--- src/rtl/quad_mcast_expander.sv ---
// quad_mcast_expander: expands a quadrant-mask multicast request into
//   ascending unicast beats over node ids 0..19.
// Latency: accept at edge T, first SCAN cycle T+1, done pulse at T+21;
//   every stalled beat (out_valid & !out_ready) adds one cycle.
// Backpressure: req_ready is low for the whole scan; a beat holds until
//   out_ready, and ids that do not match are skipped at one id per cycle.
// Ports: clk/rst (async active-high); req_valid/req_ready/req_quad_mask/
//   req_src request side; out_valid/out_ready/out_dst/out_quad/out_last
//   beat side; done pulses in the first IDLE cycle after a scan.
module quad_mcast_expander #(
  parameter int EXCL_SRC = 1
) (
  input  logic       clk,
  input  logic       rst,
  input  logic       req_valid,
  output logic       req_ready,
  input  logic [3:0] req_quad_mask,
  input  logic [4:0] req_src,
  output logic       out_valid,
  input  logic       out_ready,
  output logic [4:0] out_dst,
  output logic [1:0] out_quad,
  output logic       out_last,
  output logic       done
);

  localparam logic [4:0] LAST_ID = 5'd19;

  typedef enum logic {IDLE, SCAN} state_t;

  state_t     state;
  state_t     state_nxt;
  logic [4:0] idx;
  logic [4:0] idx_nxt;
  logic [3:0] mask_q;
  logic [3:0] mask_nxt;
  logic [4:0] src_q;
  logic [4:0] src_nxt;
  logic       done_nxt;
  logic       vld_nxt;

  // Fixed node-to-quadrant map. Ids above 19 fall into the default arm but
  // are never emitted because is_match rejects them first.
  function automatic logic [1:0] quad_of(input logic [4:0] id);
    case (id)
      5'd0, 5'd1, 5'd4, 5'd5:                   quad_of = 2'b01;
      5'd2, 5'd3, 5'd6, 5'd7:                   quad_of = 2'b10;
      5'd10, 5'd11, 5'd14, 5'd15, 5'd18, 5'd19: quad_of = 2'b11;
      default:                                  quad_of = 2'b00;
    endcase
  endfunction

  // A registered src of 20..31 can never equal an enumerated id, so it
  // naturally disables exclusion.
  function automatic logic is_match(input logic [4:0] id,
                                    input logic [3:0] m,
                                    input logic [4:0] s);
    is_match = (id <= LAST_ID) && m[quad_of(id)] &&
               !((EXCL_SRC != 0) && (id == s));
  endfunction

  // True when no id strictly above 'id' (up to 19) would produce a beat.
  function automatic logic none_after(input logic [4:0] id,
                                      input logic [3:0] m,
                                      input logic [4:0] s);
    none_after = 1'b1;
    for (int j = 0; j < 20; j++) begin
      if ((5'(j) > id) && is_match(5'(j), m, s)) none_after = 1'b0;
    end
  endfunction

  // Next-state decode. out_valid is registered and always equals the match
  // result for the current idx, so it can be used directly for the advance.
  always_comb begin
    state_nxt = state;
    idx_nxt   = idx;
    mask_nxt  = mask_q;
    src_nxt   = src_q;
    done_nxt  = 1'b0;
    case (state)
      IDLE: begin
        if (req_valid) begin
          state_nxt = SCAN;
          idx_nxt   = '0;
          mask_nxt  = req_quad_mask;
          src_nxt   = req_src;
        end
      end
      SCAN: begin
        if (!out_valid || out_ready) begin
          if (idx == LAST_ID) begin
            state_nxt = IDLE;
            idx_nxt   = '0;
            done_nxt  = 1'b1;
          end else begin
            idx_nxt = idx + 5'd1;
          end
        end
      end
    endcase
    vld_nxt = (state_nxt == SCAN) && is_match(idx_nxt, mask_nxt, src_nxt);
  end

  // All outputs are registered from the next-state values, so they are
  // glitch-free and already zeroed whenever no beat is presented.
  always_ff @(posedge clk or posedge rst) begin
    if (rst) begin
      state     <= IDLE;
      idx       <= '0;
      mask_q    <= '0;
      src_q     <= '0;
      req_ready <= 1'b1;
      out_valid <= 1'b0;
      out_dst   <= '0;
      out_quad  <= '0;
      out_last  <= 1'b0;
      done      <= 1'b0;
    end else begin
      state     <= state_nxt;
      idx       <= idx_nxt;
      mask_q    <= mask_nxt;
      src_q     <= src_nxt;
      req_ready <= (state_nxt == IDLE);
      out_valid <= vld_nxt;
      out_dst   <= vld_nxt ? idx_nxt : 5'd0;
      out_quad  <= vld_nxt ? quad_of(idx_nxt) : 2'd0;
      out_last  <= vld_nxt && none_after(idx_nxt, mask_nxt, src_nxt);
      done      <= done_nxt;
    end
  end

endmodule

--- config.mk ---
export PLATFORM = sky130hd
export DESIGN_NAME = quad_mcast_expander
export DESIGN_NICKNAME = d
export VERILOG_FILES = /design/src/rtl/quad_mcast_expander.sv
export SDC_FILE = /design/constraint.sdc
export NUM_CORES = 1
export LEC_CHECK = 0
export CORE_ASPECT_RATIO = 1.1
export CORE_UTILIZATION = 40
export DETAILED_ROUTE_END_ITERATION = 7
export PLACE_DENSITY_LB_ADDON = 0.25
export SLEW_MARGIN = 0
export SYNTH_ARGS = -nofsm -noshare
export SYNTH_HDL_FRONTEND = slang
export SYNTH_SLANG_ARGS = --single-unit
--- constraint.sdc ---
create_clock -name clk -period 2.55 [get_ports clk]
set_input_delay 0.51 -clock clk [delete_from_list [all_inputs] [get_ports clk]]
set_output_delay 0.51 -clock clk [all_outputs]
set_load 0.005 [all_outputs]
## Word level (Yosys, flattened, before mapping)

Memories as Yosys holds them, arrays and structs flattened.
Index checks and enable logic that the tools add are counted.

- Register bits after elaboration: 26
- Logic and storage cells: 165
- Output and inout bits: 11
- ROM bits: 128
- Memories kept: 2
- Input bits: 13

Memories:

| memory | words | width | read ports | clocked after memory_dff | wr ports | line | source |
|---|---|---|---|---|---|---|---|
| (name not given) | 32 | 2 | 1 | 0 | 0 | 45 | `case (id)` |
| (name not given) | 32 | 2 | 1 | 0 | 0 | 45 |  |

- $add $sub $neg: 1
- Bitwise gates (word level): 2
- Order comparisons: 22
- Equality and inequality tests: 21
- Multiplexer cells: 39
- Reduce and logical (&&, ||, !) cells: 68

Operators with widths:

| kind | number |
|---|---|
| logical AND 1 bit | 44 |
| == test 4 x 5 -> 1 bit (first input constant) | 8 |
| > comparator 4 x 5 -> 1 bit (first input constant) | 8 |
| 2-to-1 mux 5 bit | 6 |
| 2-to-1 mux 1 bit | 27 |
| zero test 1 bit | 22 |
| == test 3 x 5 -> 1 bit (first input constant) | 4 |
| == test 5 bit (first input constant) | 4 |
| > comparator 3 x 5 -> 1 bit (first input constant) | 4 |
| > comparator 5 bit (first input constant) | 4 |
| == test 2 x 5 -> 1 bit (first input constant) | 2 |
| > comparator 1 x 5 -> 1 bit (first input constant) | 2 |
| > comparator 2 x 5 -> 1 bit (first input constant) | 2 |
| one-hot mux 5 bit (2 select lines) | 1 |
| 2-to-1 mux 4 bit | 2 |
| adder 5 x 1 -> 5 bit (second input constant) | 1 |
| == test 1 x 5 -> 1 bit (first input constant) | 1 |
| == test 5 bit | 1 |
| == test 5 bit (second input constant) | 1 |
| less-or-equal comparator 5 bit (second input constant) | 1 |
| zero test 5 bit | 1 |
| < comparator 2 x 3 -> 1 bit (second input constant) | 1 |
| binary-select mux 1 bit (select 2 bit) | 1 |
| 2-to-1 mux 2 bit | 1 |
| 3 further kinds | 4 |

## Depth between registers and ports, before layout

Gate-level depths: netlist (run 1).

- Word-level depth: 27
- Mapped depth: 11
- Gate-level depth less buffers: 10

## Worst setup path before layout (run 1)

Ideal clock, no wire load.

- Path kind: input to register
- Start: input req_valid
- End: register out_dst[0]
- Path buffers: 0
- Library setup time: 117 ps
- Required time: 2433 ps
- Slack: 262 ps
- Stages on the path: 7
- Arrival: 2172 ps
- Cells stage by stage: nor2b_1 mux2i_1 xnor2_1 or4_4 nand4_4 inv_2 and2_4

- Word-level cells in the longest chain between the ends: 9
- Elaborated cells on any way between the ends: 18
- Classes of those cells: order compare: 1; eq/ne: 1; mux: 11; reduce/logical: 4; memory: 1

RTL lines:

| item | line | source |
|---|---|---|
| start: declaration | 15 | `input logic req_valid,` |
| 2-to-1 mux 5 bit | 82 | `if (req_valid) begin` |
| one-hot mux 5 bit (2 select lines) | 80 | `case (state)` |
| memory (32 x 2 bit) | -- |  |
| binary-select mux 1 bit (select 2 bit) | 58 | `is_match = (id <= LAST_ID) && m[quad_of(id)] &&` |
| 2-to-1 mux 1 bit (not written as such) | 58 |  |
| logical AND 1 bit (2 in a row) | 58 |  |
| logical AND 1 bit (*) | 101 | `vld_nxt = (state_nxt == SCAN) && is_match(idx_nxt, mask_nxt, src_nxt);` |
| net vld_nxt | 40 | `logic vld_nxt;` |
| 2-to-1 mux 5 bit (*) | 125 | `out_dst <= vld_nxt ? idx_nxt : 5'd0;` |
| end signal: assignment | 125 |  |
| end: declaration | 21 | `output logic [4:0] out_dst,` |

Mark *: on every way through the listed nets, which the timed path passes. The rest lies on a longest branch. The select of a mux whose other input is x is not followed.

## Final worst setup path (run 1)

- Start: register idx[0]
- End: register out_dst[0]

- Word-level cells in the longest chain between the ends: 11
- Elaborated cells on any way between the ends: 19
- Classes of those cells: add/sub: 1; order compare: 1; eq/ne: 2; mux: 10; reduce/logical: 4; memory: 1

RTL lines:

| item | line | source |
|---|---|---|
| start: declaration | 33 | `logic [4:0] idx;` |
| start signal: assignment | 120 | `idx <= idx_nxt;` |
| adder 5 x 1 -> 5 bit or == test 5 bit (tied branches) | 96, 91 |  |
| 2-to-1 mux 5 bit | 91 | `if (idx == LAST_ID) begin` |
| 2-to-1 mux 5 bit | 90 | `if (!out_valid \|\| out_ready) begin` |
| one-hot mux 5 bit (2 select lines) | 80 |  |
| memory (32 x 2 bit) | -- |  |
| binary-select mux 1 bit (select 2 bit) | 58 |  |
| 2-to-1 mux 1 bit (not written as such) | 58 |  |
| logical AND 1 bit (2 in a row) | 58 |  |
| logical AND 1 bit (*) | 101 |  |
| net vld_nxt | 40 |  |
| 2-to-1 mux 5 bit (*) | 125 |  |

Marked as above.

==> results of run 1 <==
kinds of logic (layout without fill, tap and decap cells):
family	Yosys count	in the layout	share of synthesized area (%)
DFF	26	26	43.49
xor gates and xnor gates	5	5	2.921
muxes	9	9	6.177
and+or+nand+nor	63	63	24.21
AOI/OAI and AO/OA	30	30	14.78
adders and majority gates	1	1	0.8346
buffers and inverters	21	75	7.595
per-layer routing:
layer | vias to the layer above | share of wire, % | track usage (%)
li1 | 654 | - | -
met1 | 622 | 46 | 25.06
met2 | 42 | 49 | 34.48
met3 | 7 | 3.2 | 1.761
met4 | 0 | 2.1 | 8.721
met5 | - | 0 | 0
registers in the layout (all words and copies together), names as in the netlist:
| name | count |
|---|---|
| done | 1 |
| idx | 5 |
| mask_q | 4 |
| out_dst | 5 |
| out_last | 1 |
| out_quad | 2 |
| out_valid | 1 |
| req_ready | 1 |
| src_q | 5 |
| state | 1 |
worst paths after layout:
path	start	end	depth (start not counted)
min in group clk	mask_q[3]$_DFF_PP0_	mask_q[3]$_DFF_PP0_	2
max reg2reg	idx[0]$_DFF_PP0_	out_dst[0]$_DFF_PP0_	9
max in group asynchronous	rst	src_q[4]$_DFF_PP0_	3
min	rst	out_quad[0]$_DFF_PP0_	2
max	idx[0]$_DFF_PP0_	out_dst[0]$_DFF_PP0_	9
min reg2reg	mask_q[3]$_DFF_PP0_	mask_q[3]$_DFF_PP0_	2
stage by stage:
step | setup TNS (ns) | setup WS [ns]
finish | 0 | 0.1236
detailed placement | -1.934 | -0.2821
floorplan | 0 | 0.2618
global route | 0 | 0.002603
CTS | 0 | 0.005710
global placement | -1.654 | -0.2721
worst max-delay path, cell delays in order, from the launching register on:
cell	delay (ns)
dfrtp_1	0.43
ha_1	0.26
nand2_1	0.07
a2111oi_1	0.39
a31oi_2	0.14
xnor2_1	0.17
or4_4	0.54
nand4_4	0.14
inv_2	0.05
and2_4	0.14
cell type report:
type,count,area [sq um]
fill,322,1410
multi-input combinational,108,755.7
sequential,26,651.9
timing repair buffer,57,485.5
tap,48,60.06
inverter,14,52.55
clock inverter,1,30.03
clock buffer,3,22.52
power by group:
group / internal, mW / switching (mW)
clock network: 0.159 / 0.126
registers: 0.588 / 0.130
logic: 1.07 / 1.05
synthesized netlist by cell type (2+ instances only):
cell type,number,share of area [%]
a21oi_1,6,2.0
nand3b_1,3,1.5
nor4_1,2,0.83
nor2_1,15,3.8
a211oi_1,3,1.5
nor2b_1,2,0.83
buf_4,2,1.0
mux2i_1,7,4.7
inv_1,13,3.3
dfrtp_1,25,42
xnor2_1,4,2.3
nand2_1,18,4.5
nor3_1,3,1.0
mux2_2,2,1.5
nand3_1,4,1.3
buf_6,2,1.5
o21ai_0,5,1.7
a31oi_1,5,2.1
a2111oi_0,2,1.2
==> metrics.md, run 1 <==
| Metric | Value |
|---|---|
| Power consumption | `~3.1 mW` |
| Grt ovf | `0` |
| TritonCTS Buffers | `3` |
| Synthesis Warnings | `0` |
| Status | `completed` |
| Std-Cell Core Area | `between 0.003 and 0.004 sq mm` |
| Antenna diodes | `0` |
| Placed inst area | `0.001983 sq mm` |
| Crit start category | `flip-flop` |
| Hold_buf cts | `0` |
| Die area | `between 0.003 and 0.004 sq mm` |
| Layout Utilization | `59.34%` |
| Commonest non-fill, non-tap cell in the layout | `buf_4` |
| Slew @ Worst Pin | `0.6209 ns` |
| Distinct cells, synth | `51` |
| Rel. slew slack | `roughly three fifths` |
| GPL Wtd Cong | `0.9563` |
| All-Layer GR Usage | `20.06%` |
| Vias in the first global route | `1301` |
| Ys async rst share | `100.0%` |
| H-tree levels | `1` |
| CTS-repair resized insts | `0` |
| Final Hold Viols | `0` |
| Min-delay worst type | `input pin to asynchronous set/reset pin` |
| Leak | `0.9559 nW` |
| Residual DRC | `0` |
| Initial Utilization | `approximately 43%` |
| Via/cell ratio | `roughly 5.2` |
| Clock Latency Late Sink | `0.33 ns` |
| Power Density | `1517 mW/mm^2` |
| Syn Nets | `169` |
| Vias | `approximately 1300` |
| Final min period | `2.426 ns` |
| WL final | `approximately 3600 um` |
| Antenna violations before repair | `0` |
| Core Rows | `22` |
| Commonest cells after routing, fill and taps aside | `34 x buf_4, 25 x dfrtp_1, 23 x clkdlybuf4s50_1` |
| Final Instance Area | `0.002058 sq mm` |
| Final Max Slew Viols | `0` |
| CTS Buffer Depth | `2` |
| Reg clk slew, reported paths | `0.14 ns` |
| Synth Cell Area | `0.001499 sq mm` |
| Clk_skew | `0.0009912 ns` |
| Worst hold margin | `0.5327 ns` |
| Max capacitance violation total | `0` |
| Final net count | `roughly 220` |
| Sequential-to-total area share from yosys stat | `43.49%` |
| F_max | `412.1 MHz` |
| DR iter-0 viols | `46` |
| Dpl cells | `253` |
| CP Data Required Time | `2.79 ns` |
| Post-synth EDFFs | `0` |
| Global-route wire length before repair | `5927 um` |
| CTS root buffer | `clkbuf_4` |
| Clock sinks | `26` |
| IO Count | `24` |
| Reg2reg setup slack | `0.12 ns` |
| WP data arrival | `about 2.7 ns` |
| Post-Synthesis Cells | `around 160` |
| Die width | `60.37 um` |
| Drt wl/cell | `between 10 and 15 um` |
| Routed Antenna Nets | `0` |
| Final Cycle Share | `95.15%` |
| CTS tree | `yes` |
| Synthesized flop and latch total | `26` |
| Die Y | `66.21 um` |
| CP Class | `flip-flop to flip-flop` |
| Largest vdd supply drop | `0.0007994 V` |
| Primary flip-flop cell chosen by synthesis mapping | `dfrtp_1` |
| Post-CTS setup buffer count | `0` |
| RSZ-0062 raised after global routing | `false` |
| Initial DRT Pass Iterations | `6` |
| Largest net degree at the start of global routing | `17` |
| Area Growth Syn to Fin | `37.31%` |
| Post-route insts no fill | `approximately 260` |
| Layout cells sized above 1 | `25.84%` |
| Avg Inst Size Synth | `just under 10 sq um` |
| Crit path max fanout | `6` |
| Final Setup Violations | `0` |
| Worst setup EP type | `flip-flop` |
| Post-detail-place hpwl | `between 2000 and 3000 um` |
| I/O Buffers | `23` |
(Power assumes the default switching activity.)
==> inputs of run 2 (changes only) <==
Settings changed: CTS_CLUSTER_SIZE set to 25, TNS_END_PERCENT set to 1.
==> results of run 2 <==
Same layout as run 1: the final DEF is identical, and so are final timing and power.
